## src/rtl/inv_round_ctrl_if.sv

```systemverilog
// rtl/inv_round_ctrl_if.sv - block buffer, key storage and round datapath signals for inv_round_ctrl
interface inv_round_ctrl_if #(parameter int CNT_W = 4);
   logic             in_valid;
   logic             in_ready;
   logic [127:0]     cipher_in;
   logic             key_req;
   logic [CNT_W-1:0] key_idx;
   logic             key_ack;
   logic [127:0]     round_key;
   logic [127:0]     dp_state;
   logic [CNT_W-1:0] dp_count;
   logic [127:0]     dp_key;
   logic [127:0]     dp_result;
   logic             out_valid;
   logic             out_ready;
   logic [127:0]     plain_out;
   logic             abort;
   logic             busy;

   modport master (
      input  in_valid, cipher_in, key_ack, round_key, dp_result, out_ready, abort,
      output in_ready, key_req, key_idx, dp_state, dp_count, dp_key, out_valid, plain_out, busy
   );

   modport slave (
      output in_valid, cipher_in, key_ack, round_key, dp_result, out_ready, abort,
      input  in_ready, key_req, key_idx, dp_state, dp_count, dp_key, out_valid, plain_out, busy
   );
endinterface

```

## src/rtl/inv_round_ctrl.sv

```systemverilog
// rtl/inv_round_ctrl.sv - sequences one block through the AES inverse rounds
// Holds the state register, fetches round keys top-down and drives the round count.
module inv_round_ctrl #(
   parameter int NUM_ROUNDS = 10,
   parameter int CNT_W      = 4
) (
   input logic             clk,
   input logic             n_rst,
   inv_round_ctrl_if.master bus
);
   typedef enum logic [2:0] {
      S_IDLE,
      S_INIT_KEY,
      S_ROUND_KEY,
      S_ROUND_EXEC,
      S_OUT_HOLD
   } fsm_t;

   localparam logic [CNT_W-1:0] LAST_CNT = CNT_W'(NUM_ROUNDS - 1);
   localparam logic [CNT_W-1:0] TOP_IDX  = CNT_W'(NUM_ROUNDS);

   fsm_t             r_fsm;
   logic [127:0]     r_state;
   logic [127:0]     r_key;
   logic [CNT_W-1:0] r_count;
   logic [CNT_W-1:0] r_key_idx;
   logic             r_key_req;
   logic             r_out_valid;
   logic             r_in_ready;
   logic             r_busy;

   always_ff @(posedge clk or negedge n_rst) begin
      if (!n_rst) begin
         r_fsm       <= S_IDLE;
         r_state     <= '0;
         r_key       <= '0;
         r_count     <= '0;
         r_key_idx   <= '0;
         r_key_req   <= 1'b0;
         r_out_valid <= 1'b0;
         r_in_ready  <= 1'b1;
         r_busy      <= 1'b0;
      end else if (bus.abort) begin
         // state and key registers are kept so the datapath inputs stay quiet
         r_fsm       <= S_IDLE;
         r_count     <= '0;
         r_key_idx   <= '0;
         r_key_req   <= 1'b0;
         r_out_valid <= 1'b0;
         r_in_ready  <= 1'b1;
         r_busy      <= 1'b0;
      end else begin
         case (r_fsm)
            S_IDLE: begin
               if (bus.in_valid) begin
                  r_state    <= bus.cipher_in;
                  r_count    <= '0;
                  r_key_req  <= 1'b1;
                  r_key_idx  <= TOP_IDX;
                  r_in_ready <= 1'b0;
                  r_busy     <= 1'b1;
                  r_fsm      <= S_INIT_KEY;
               end
            end
            S_INIT_KEY: begin
               if (bus.key_ack) begin
                  r_state   <= r_state ^ bus.round_key;
                  r_key_idx <= LAST_CNT - r_count;
                  r_fsm     <= S_ROUND_KEY;
               end
            end
            S_ROUND_KEY: begin
               if (bus.key_ack) begin
                  r_key     <= bus.round_key;
                  r_key_req <= 1'b0;
                  r_key_idx <= '0;
                  r_fsm     <= S_ROUND_EXEC;
               end
            end
            S_ROUND_EXEC: begin
               r_state <= bus.dp_result;
               if (r_count == LAST_CNT) begin
                  r_out_valid <= 1'b1;
                  r_fsm       <= S_OUT_HOLD;
               end else begin
                  // next request is for the key one below the current round's
                  r_count   <= r_count + CNT_W'(1);
                  r_key_idx <= LAST_CNT - r_count - CNT_W'(1);
                  r_key_req <= 1'b1;
                  r_fsm     <= S_ROUND_KEY;
               end
            end
            S_OUT_HOLD: begin
               if (bus.out_ready) begin
                  r_count     <= '0;
                  r_out_valid <= 1'b0;
                  r_in_ready  <= 1'b1;
                  r_busy      <= 1'b0;
                  r_fsm       <= S_IDLE;
               end
            end
            default: begin
               r_fsm <= S_IDLE;
            end
         endcase
      end
   end

   assign bus.in_ready  = r_in_ready;
   assign bus.key_req   = r_key_req;
   assign bus.key_idx   = r_key_idx;
   assign bus.dp_state  = r_state;
   assign bus.dp_count  = r_count;
   assign bus.dp_key    = r_key;
   assign bus.out_valid = r_out_valid;
   assign bus.plain_out = r_state;
   assign bus.busy      = r_busy;
endmodule

```

## src/flat_wrapper.sv

```systemverilog
// flat-port wrapper written by rule: the top's interface ports become plain ports
module inv_round_ctrl_flat 
#(
   parameter int NUM_ROUNDS = 10,
   parameter int CNT_W      = 4
)
  (clk, n_rst, bus_in_valid, bus_cipher_in, bus_key_ack, bus_round_key, bus_dp_result, bus_out_ready, bus_abort, bus_in_ready, bus_key_req, bus_key_idx, bus_dp_state, bus_dp_count, bus_dp_key, bus_out_valid, bus_plain_out, bus_busy);
  inv_round_ctrl_if #(.CNT_W(CNT_W)) bus_i ();
  input logic clk;
  input logic n_rst;
  input wire logic [$bits(bus_i.in_valid)-1:0] bus_in_valid;
  input wire logic [$bits(bus_i.cipher_in)-1:0] bus_cipher_in;
  input wire logic [$bits(bus_i.key_ack)-1:0] bus_key_ack;
  input wire logic [$bits(bus_i.round_key)-1:0] bus_round_key;
  input wire logic [$bits(bus_i.dp_result)-1:0] bus_dp_result;
  input wire logic [$bits(bus_i.out_ready)-1:0] bus_out_ready;
  input wire logic [$bits(bus_i.abort)-1:0] bus_abort;
  output wire logic [$bits(bus_i.in_ready)-1:0] bus_in_ready;
  output wire logic [$bits(bus_i.key_req)-1:0] bus_key_req;
  output wire logic [$bits(bus_i.key_idx)-1:0] bus_key_idx;
  output wire logic [$bits(bus_i.dp_state)-1:0] bus_dp_state;
  output wire logic [$bits(bus_i.dp_count)-1:0] bus_dp_count;
  output wire logic [$bits(bus_i.dp_key)-1:0] bus_dp_key;
  output wire logic [$bits(bus_i.out_valid)-1:0] bus_out_valid;
  output wire logic [$bits(bus_i.plain_out)-1:0] bus_plain_out;
  output wire logic [$bits(bus_i.busy)-1:0] bus_busy;
  assign bus_i.in_valid = bus_in_valid;
  assign bus_i.cipher_in = bus_cipher_in;
  assign bus_i.key_ack = bus_key_ack;
  assign bus_i.round_key = bus_round_key;
  assign bus_i.dp_result = bus_dp_result;
  assign bus_i.out_ready = bus_out_ready;
  assign bus_i.abort = bus_abort;
  assign bus_in_ready = bus_i.in_ready;
  assign bus_key_req = bus_i.key_req;
  assign bus_key_idx = bus_i.key_idx;
  assign bus_dp_state = bus_i.dp_state;
  assign bus_dp_count = bus_i.dp_count;
  assign bus_dp_key = bus_i.dp_key;
  assign bus_out_valid = bus_i.out_valid;
  assign bus_plain_out = bus_i.plain_out;
  assign bus_busy = bus_i.busy;
  inv_round_ctrl #(.NUM_ROUNDS(NUM_ROUNDS), .CNT_W(CNT_W)) u_core (.clk(clk), .n_rst(n_rst), .bus(bus_i));
endmodule
```

## config.mk

```make
export PLATFORM = sky130hd
export DESIGN_NAME = inv_round_ctrl_flat
export DESIGN_NICKNAME = d
export VERILOG_FILES = /design/src/rtl/inv_round_ctrl_if.sv /design/src/rtl/inv_round_ctrl.sv /design/src/flat_wrapper.sv
export SDC_FILE = /design/constraint.sdc
export NUM_CORES = 1
export LEC_CHECK = 0
export ABC_AREA = 0
export CAP_MARGIN = 20
export CORE_AREA = 2 2 303 305
export CTS_CLUSTER_DIAMETER = 80
export DETAILED_ROUTE_END_ITERATION = 16
export DIE_AREA = 0 0 305 307
export RECOVER_POWER = 50
export SLEW_MARGIN = 5
export SYNTH_ARGS = -nofsm -noshare
export SYNTH_HDL_FRONTEND = slang
export SYNTH_SLANG_ARGS = --single-unit
```

## constraint.sdc

```tcl
create_clock -name clk -period 2.75 [get_ports clk]
set_input_delay 0.55 -clock clk [delete_from_list [all_inputs] [get_ports clk]]
set_output_delay 0.55 -clock clk [all_outputs]
set_load 0.05 [all_outputs]
```

==> results.json, run 1 <==
{
  "outcome": "finished with violations",
  "violations": "max-capacitance violations, max-slew violations",
  "coreArea_um2": 90700,
  "wl_met3_mm": 4.60,
  "overflow": 0,
  "hp-class": "register to register",
  "antenna_found_initial": 4,
  "syn_nets": 1901,
  "synth_area_leaders": "dfrtp_1 46%, mux2_2 10%, a22o_1 7.6%",
  "drt_iter0_drc": 777,
  "yosysWarnings": 0,
  "drc_errors": 0,
  "io_buffers": 785,
  "dieArea_um2": 93600,
  "nNetsFinal": 2549,
  "fin_tns_setup_ns": 0,
  "cts-buffers-inserted": 35,
  "wirelength_met1_mm": 26.0,
  "required_ns": 3.17,
  "initial_core_util": 0.163,
  "cts_max_path_buffers": 3,
  "setup_violations": 0,
  "path_clk_slew_ns": 0.06,
  "syn_inst": 1507,
  "yosys_register_bits": 271,
  "grt_pass1_wl_mm": 89.8,
  "placementRows": 111,
  "ant_nets": 0,
  "crit_path_end_kind": "register",
  "synth_top_area_share": 0.457,
  "synthTopCellsByCount": "270 x dfrtp_1, 158 x o21ai_0, 141 x a21oi_1",
  "wl_per_cell_um": 18.4,
  "gp_congestion": 0.868,
  "p_per_area_nw_per_um2": 934,
  "n_antenna_cell": 0,
  "path_common_cell": "buf_12",
  "slew_headroom": -0.386,
  "arrival_ns": 3.00,
  "syn_area_um2": 14800,
  "die_width_um": 305,
  "grt.total_usage": 0.124,
  "cts_sinks": 271,
  "dpl.hpwl_mm": 47.8,
  "max_stage_delay_ns": 0.90,
  "met2_length_mm": 29.8,
  "cts_root_buffer": "clkbuf_16",
  "cellLeakagePower_nw": 9.76,
  "drv_slew": 64,
  "num-fill-cells": 9626,
  "critPathKind": "register to register",
  "routed_via_density": 4.20,
  "synthArstFlopShare": 1.00,
  "wl_mm": 62.1,
  "crit_chain": "o21ai_0, a211oi_4, buf_12, buf_12, o21ai_1, a22o_1",
  "synth_largest_area_cell": "dfrtp_1",
  "die_h_um": 307,
  "areaGrowthSynthToFinish_pct": 65.6,
  "cap_violations": 1,
  "top_layer": "met5",
  "post-cts-setup-buffers": 0,
  "drtPass1Iterations": 5,
  "irDropWorstVdd_uv": 454,
  "period_minus_slack_ns": 2.58,
  "h-tree-depth": 2,
  "synth.avg_cell_area_um2": 9.80,
  "crit_slowest_cell": "dfrtp_1",
  "clkLatencyLatePin_ns": 0.53,
  "ys_seq_area_frac": 0.459,
  "yosysUniqueCellTypes": 42,
  "placed_area_um2": 23400,
  "cp_max_fo": 26,
  "startpoint_type": "register",
  "hold_violations": 0,
  "yosysMostFrequentCell": "dfrtp_1",
  "synthFlopType": "dfrtp_1",
  "synth-edff-count": 0,
  "tritoncts": "built",
  "rsz0062_at_grt": "no",
  "first_global_vias": 13700,
  "power_mw": 22.9,
  "worst_slew_pin_slew_ns": 2.08,
  "fin_crit_sh": 0.937,
  "fin_skew_ns": 0.0179,
  "postLayoutCellArea_um2": 24500,
  "grt_max_degree": 129,
  "fmax_ghz": 0.388,
  "vias": 14100,
  "io_pins": 786,
  "layout-drive-gt1-share": 0.119
}
==> cell type report <==
type | instances | area [um^2] | area share
Clock inverter | 10 | 93.8 | 0.00383
Inverter | 7 | 26.3 | 0.00107
Timing Repair Buffer | 860 | 8470 | 0.346
Clock buffer | 52 | 1080 | 0.0442
Sequential cell | 271 | 6780 | 0.277
Multi-Input combinational cell | 980 | 6530 | 0.267
Tap cell | 1186 | 1480 | 0.0606
==> kinds of logic (layout without fill, tap and decap cells) <==
| logic type | after synthesis | after routing | share of synthesized area |
|---|---|---|---|
| adders and majority gates | 4 | 4 | 0.00339 |
| buffers and inverters | 256 | 929 | 0.101 |
| and+or+nand+nor | 294 | 294 | 0.112 |
| AOI/OAI and AO/OA | 545 | 545 | 0.220 |
| xor gates and xnor gates | 2 | 2 | 0.00119 |
| muxes | 135 | 135 | 0.103 |
| DFF | 271 | 271 | 0.459 |
==> critical path: cells and delay by family (launching register included) <==
kind,cells,cell delay (ns)
buffers and inverters,2,0.41
flip-flops,1,0.90
AO/OA/AOI/OAI,4,1.09
==> timing repair <==
| item | CTS | global route |
|---|---|---|
| resized for setup | 1 | 0 |
| setup endpoints to repair | 1 | 0 |
| hold buffers | 0 | 0 |
==> state kept, by name (all words and copies together), names as in the netlist <==
| signal | count |
|---|---|
| u_core.bus.dp_count | 4 |
| u_core.bus.key_idx | 4 |
| u_core.bus.out_valid | 1 |
| u_core.bus.in_ready | 1 |
| u_core.bus.dp_key | 128 |
| u_core.bus.dp_state | 128 |
| u_core.r_fsm | 3 |
| u_core.bus.busy | 1 |
| u_core.bus.key_req | 1 |
==> final timing paths <==
kind | slack (ns) | from | cells past startpoint | to
max reg2reg | 0.17 | u_core.r_fsm[1] | 6 | u_core.bus.dp_state[92]
min reg2reg | 0.50 | u_core.bus.dp_key[123] | 1 | u_core.bus.dp_key[123]
min in group asynchronous | 0.63 | n_rst | 1 | u_core.bus.dp_state[65]
max in group asynchronous | 0.65 | n_rst | 2 | u_core.bus.dp_key[79]
min | 0.50 | u_core.bus.dp_key[123] | 1 | u_core.bus.dp_key[123]
max | 0.17 | u_core.r_fsm[1] | 6 | u_core.bus.dp_state[92]
==> where the power goes <==
group | total [mW] | internal (mW) | switching, mW
clock network | 4.72 | 2.83 | 1.89
logic | 12.0 | 4.23 | 7.81
registers | 6.11 | 5.09 | 1.01
total | 22.9 | 12.1 | 10.7
==> metal layers <==
layer / track usage / vias up
li1: - / 6637
met1: 0.153 / 6858
met2: 0.209 / 554
met3: 0.0367 / 90
met4: 0.0376 / 6
met5: 0 / -
==> per-stage QoR <==
stage	setup WS [ns]	utilization	std cells	hold WS, ns
after floorplan	0.787	-	1507	0.254
after global placement	0.0570	0.258	3304	0.486
after detailed placement	0.0319	0.258	3304	0.491
after CTS	0.0586	0.271	3366	0.00186
after global routing	0.0419	0.270	3366	0.505
final	0.174	0.270	3366	0.496
==> cell usage in the layout, fill, tap and decap left out, types with 3 or more instances in the layout <==
cell	synthesis	layout
dlygate4sd3_1	0	44
ha_1	4	4
clkinv_2	0	5
buf_4	128	37
nor2_1	9	9
o21ai_1	104	102
buf_12	0	11
a21oi_1	141	141
a22o_1	128	128
nand2_1	133	133
nor3_1	3	3
clkbuf_2	0	11
nand2b_1	4	3
mux2_2	132	132
clkbuf_8	0	10
clkbuf_16	0	37
o21ai_0	158	160
dfrtp_1	270	270
nor3b_1	129	129
clkbuf_1	72	20
mux2i_1	3	3
clkdlybuf4s50_1	0	737
inv_1	7	7
(Power assumes the default switching activity.)
==> run 2: changes to the inputs <==
- GPL_TIMING_DRIVEN: unset -> 0
==> results.json, run 2 (synthesized netlist as in run 1, its figures left out) <==
{
  "grt.total_usage": 0.170,
  "arrival_ns": 3.09,
  "dieArea_um2": 93600,
  "worstHoldPathCells": 1,
  "cts_sinks": 271,
  "areaGrowthSynthToFinish_pct": 72.5,
  "hp-class": "register to register",
  "crit_slowest_cell": "clkbuf_1",
  "wl_per_cell_um": 23.6,
  "critPathKind": "register to register",
  "crit_path_end_kind": "register",
  "worst_slew_pin_slew_ns": 2.44,
  "setup_ws_ns": 0.0909,
  "dpl.hpwl_mm": 64.9,
  "path_clk_slew_ns": 0.06,
  "path_common_cell": "clkbuf_1",
  "violations": "max-capacitance violations, max-slew violations",
  "io_pins": 786,
  "clkLatencyLatePin_ns": 0.54,
  "setup_violations": 0,
  "cts_root_buffer": "clkbuf_16",
  "cts_max_path_buffers": 3,
  "max_stage_delay_ns": 0.67,
  "cp_max_fo": 11,
  "period_minus_slack_ns": 2.66,
  "required_ns": 3.18,
  "crit_chain": "clkbuf_1, or3_1, clkbuf_1, clkbuf_1, o21ai_0, a22o_1",
  "postLayoutCellArea_um2": 25500,
  "cp_num_buf_inv": 3,
  "fin_crit_sh": 0.967,
  "startpoint_type": "register",
  "die_width_um": 305,
  "io_buffers": 785,
  "antenna_found_initial": 11,
  "fin_tns_setup_ns": 0,
  "ant_nets": 0,
  "drtPass1Iterations": 5,
  "p_per_area_nw_per_um2": 928,
  "placed_area_um2": 24300,
  "drc_errors": 0,
  "outcome": "finished with violations",
  "gp_congestion": 0.892,
  "die_h_um": 307,
  "routed_via_density": 4.41,
  "critPathTopFamily": "buffers and inverters",
  "nNetsFinal": 2731,
  "final_common_cell": "clkdlybuf4s50_1",
  "pre_cts_slack_ns": -0.967,
  "tritoncts": "built",
  "fin_skew_ns": 0.0151,
  "fmax_ghz": 0.376,
  "cts-buffers-inserted": 37,
  "wl_mm": 83.8,
  "irDropWorstVdd_uv": 521,
  "layout_common_cells": "602 x clkdlybuf4s50_1, 270 x dfrtp_1, 181 x dlygate4sd3_1",
  "cap_violations": 1,
  "cellLeakagePower_nw": 10.7,
  "first_global_vias": 15600,
  "initial_core_util": 0.163,
  "cts_hold_buffers": 0,
  "ff2ff_path_depth": 6,
  "coreArea_um2": 90700,
  "critical_path_depth": 6,
  "vias": 15700,
  "h-tree-depth": 2,
  "slew_headroom": -0.629,
  "drt_iter0_drc": 1205,
  "grt_max_degree": 94,
  "rsz0062_at_grt": "no",
  "power_mw": 23.7,
  "hold_violations": 0,
  "layout-drive-gt1-share": 0.167,
  "placementRows": 111,
  "utilization": 0.281,
  "drv_slew": 87,
  "num-fill-cells": 9627,
  "grt_pass1_wl_mm": 116,
  "overflow": 0
}
[run 2: metal layers]
layer | GRT usage | wire length (um) | share of wire | vias to the layer above
met5 | 0 | 41 | 0.00049 | -
met4 | 0.0418 | 1740 | 0.021 | 6
met3 | 0.0494 | 7450 | 0.089 | 97
met2 | 0.281 | 39500 | 0.47 | 742
met1 | 0.217 | 35000 | 0.42 | 7794
li1 | - | - | - | 7015
[run 2: final cells by class]
cell class                 count  area (um^2)  area share
inverter                       7         26.3     0.00103
tap                         1186         1480      0.0582
buffer                       248         1520      0.0597
timing repair buffer         792         7980       0.313
clock buffer                  56         1120      0.0439
clock inverter                11         70.1     0.00275
multi-input combinational    980         6500       0.255
antenna                        1         2.50   0.0000982
sequential                   271         6780       0.266
[run 2: final timing paths]
check                                      start                  endpoint  slack, ns
setup / recovery                 u_core.r_fsm[1]  u_core.bus.dp_state[119]       0.09
hold / removal             u_core.bus.dp_key[63]     u_core.bus.dp_key[63]       0.50
setup reg to reg                 u_core.r_fsm[1]  u_core.bus.dp_state[119]       0.09
hold reg to reg            u_core.bus.dp_key[63]     u_core.bus.dp_key[63]       0.50
max in group asynchronous                  n_rst      u_core.bus.dp_key[0]       0.45
min in group asynchronous                  n_rst   u_core.bus.dp_state[75]       0.75
[run 2: metrics by stage]
stage / instances / hold slack [ns]
2_1_floorplan: 1507 / 0.254
4_1_cts: 3551 / 0.0230
5_1_grt: 3551 / 0.506
3_5_place_dp: 3485 / 0.492
6_report: 3552 / 0.497
3_3_place_gp: 3478 / 0.486
[run 2: worst register-to-register path: cells and delay by family, from the launching register on]
kind            cells  cell delay [ns]
buf+inv             3             1.60
compound gates      2             0.44
simple gates        1             0.18
flops               1             0.32
[run 2: report_power, final]
part | switching, mW | total [mW] | internal [mW] | leakage [nW]
Clock | 2.00 | 4.82 | 2.82 | 0.594
Combinational | 8.18 | 12.7 | 4.57 | 6.67
Sequential | 1.00 | 6.10 | 5.09 | 3.39
[run 2: timing repair]
action	in CTS	in global routing
pin swaps	0	0
setup endpoints to repair	148	79
gates resized for setup	19	24
buffers inserted	0	0
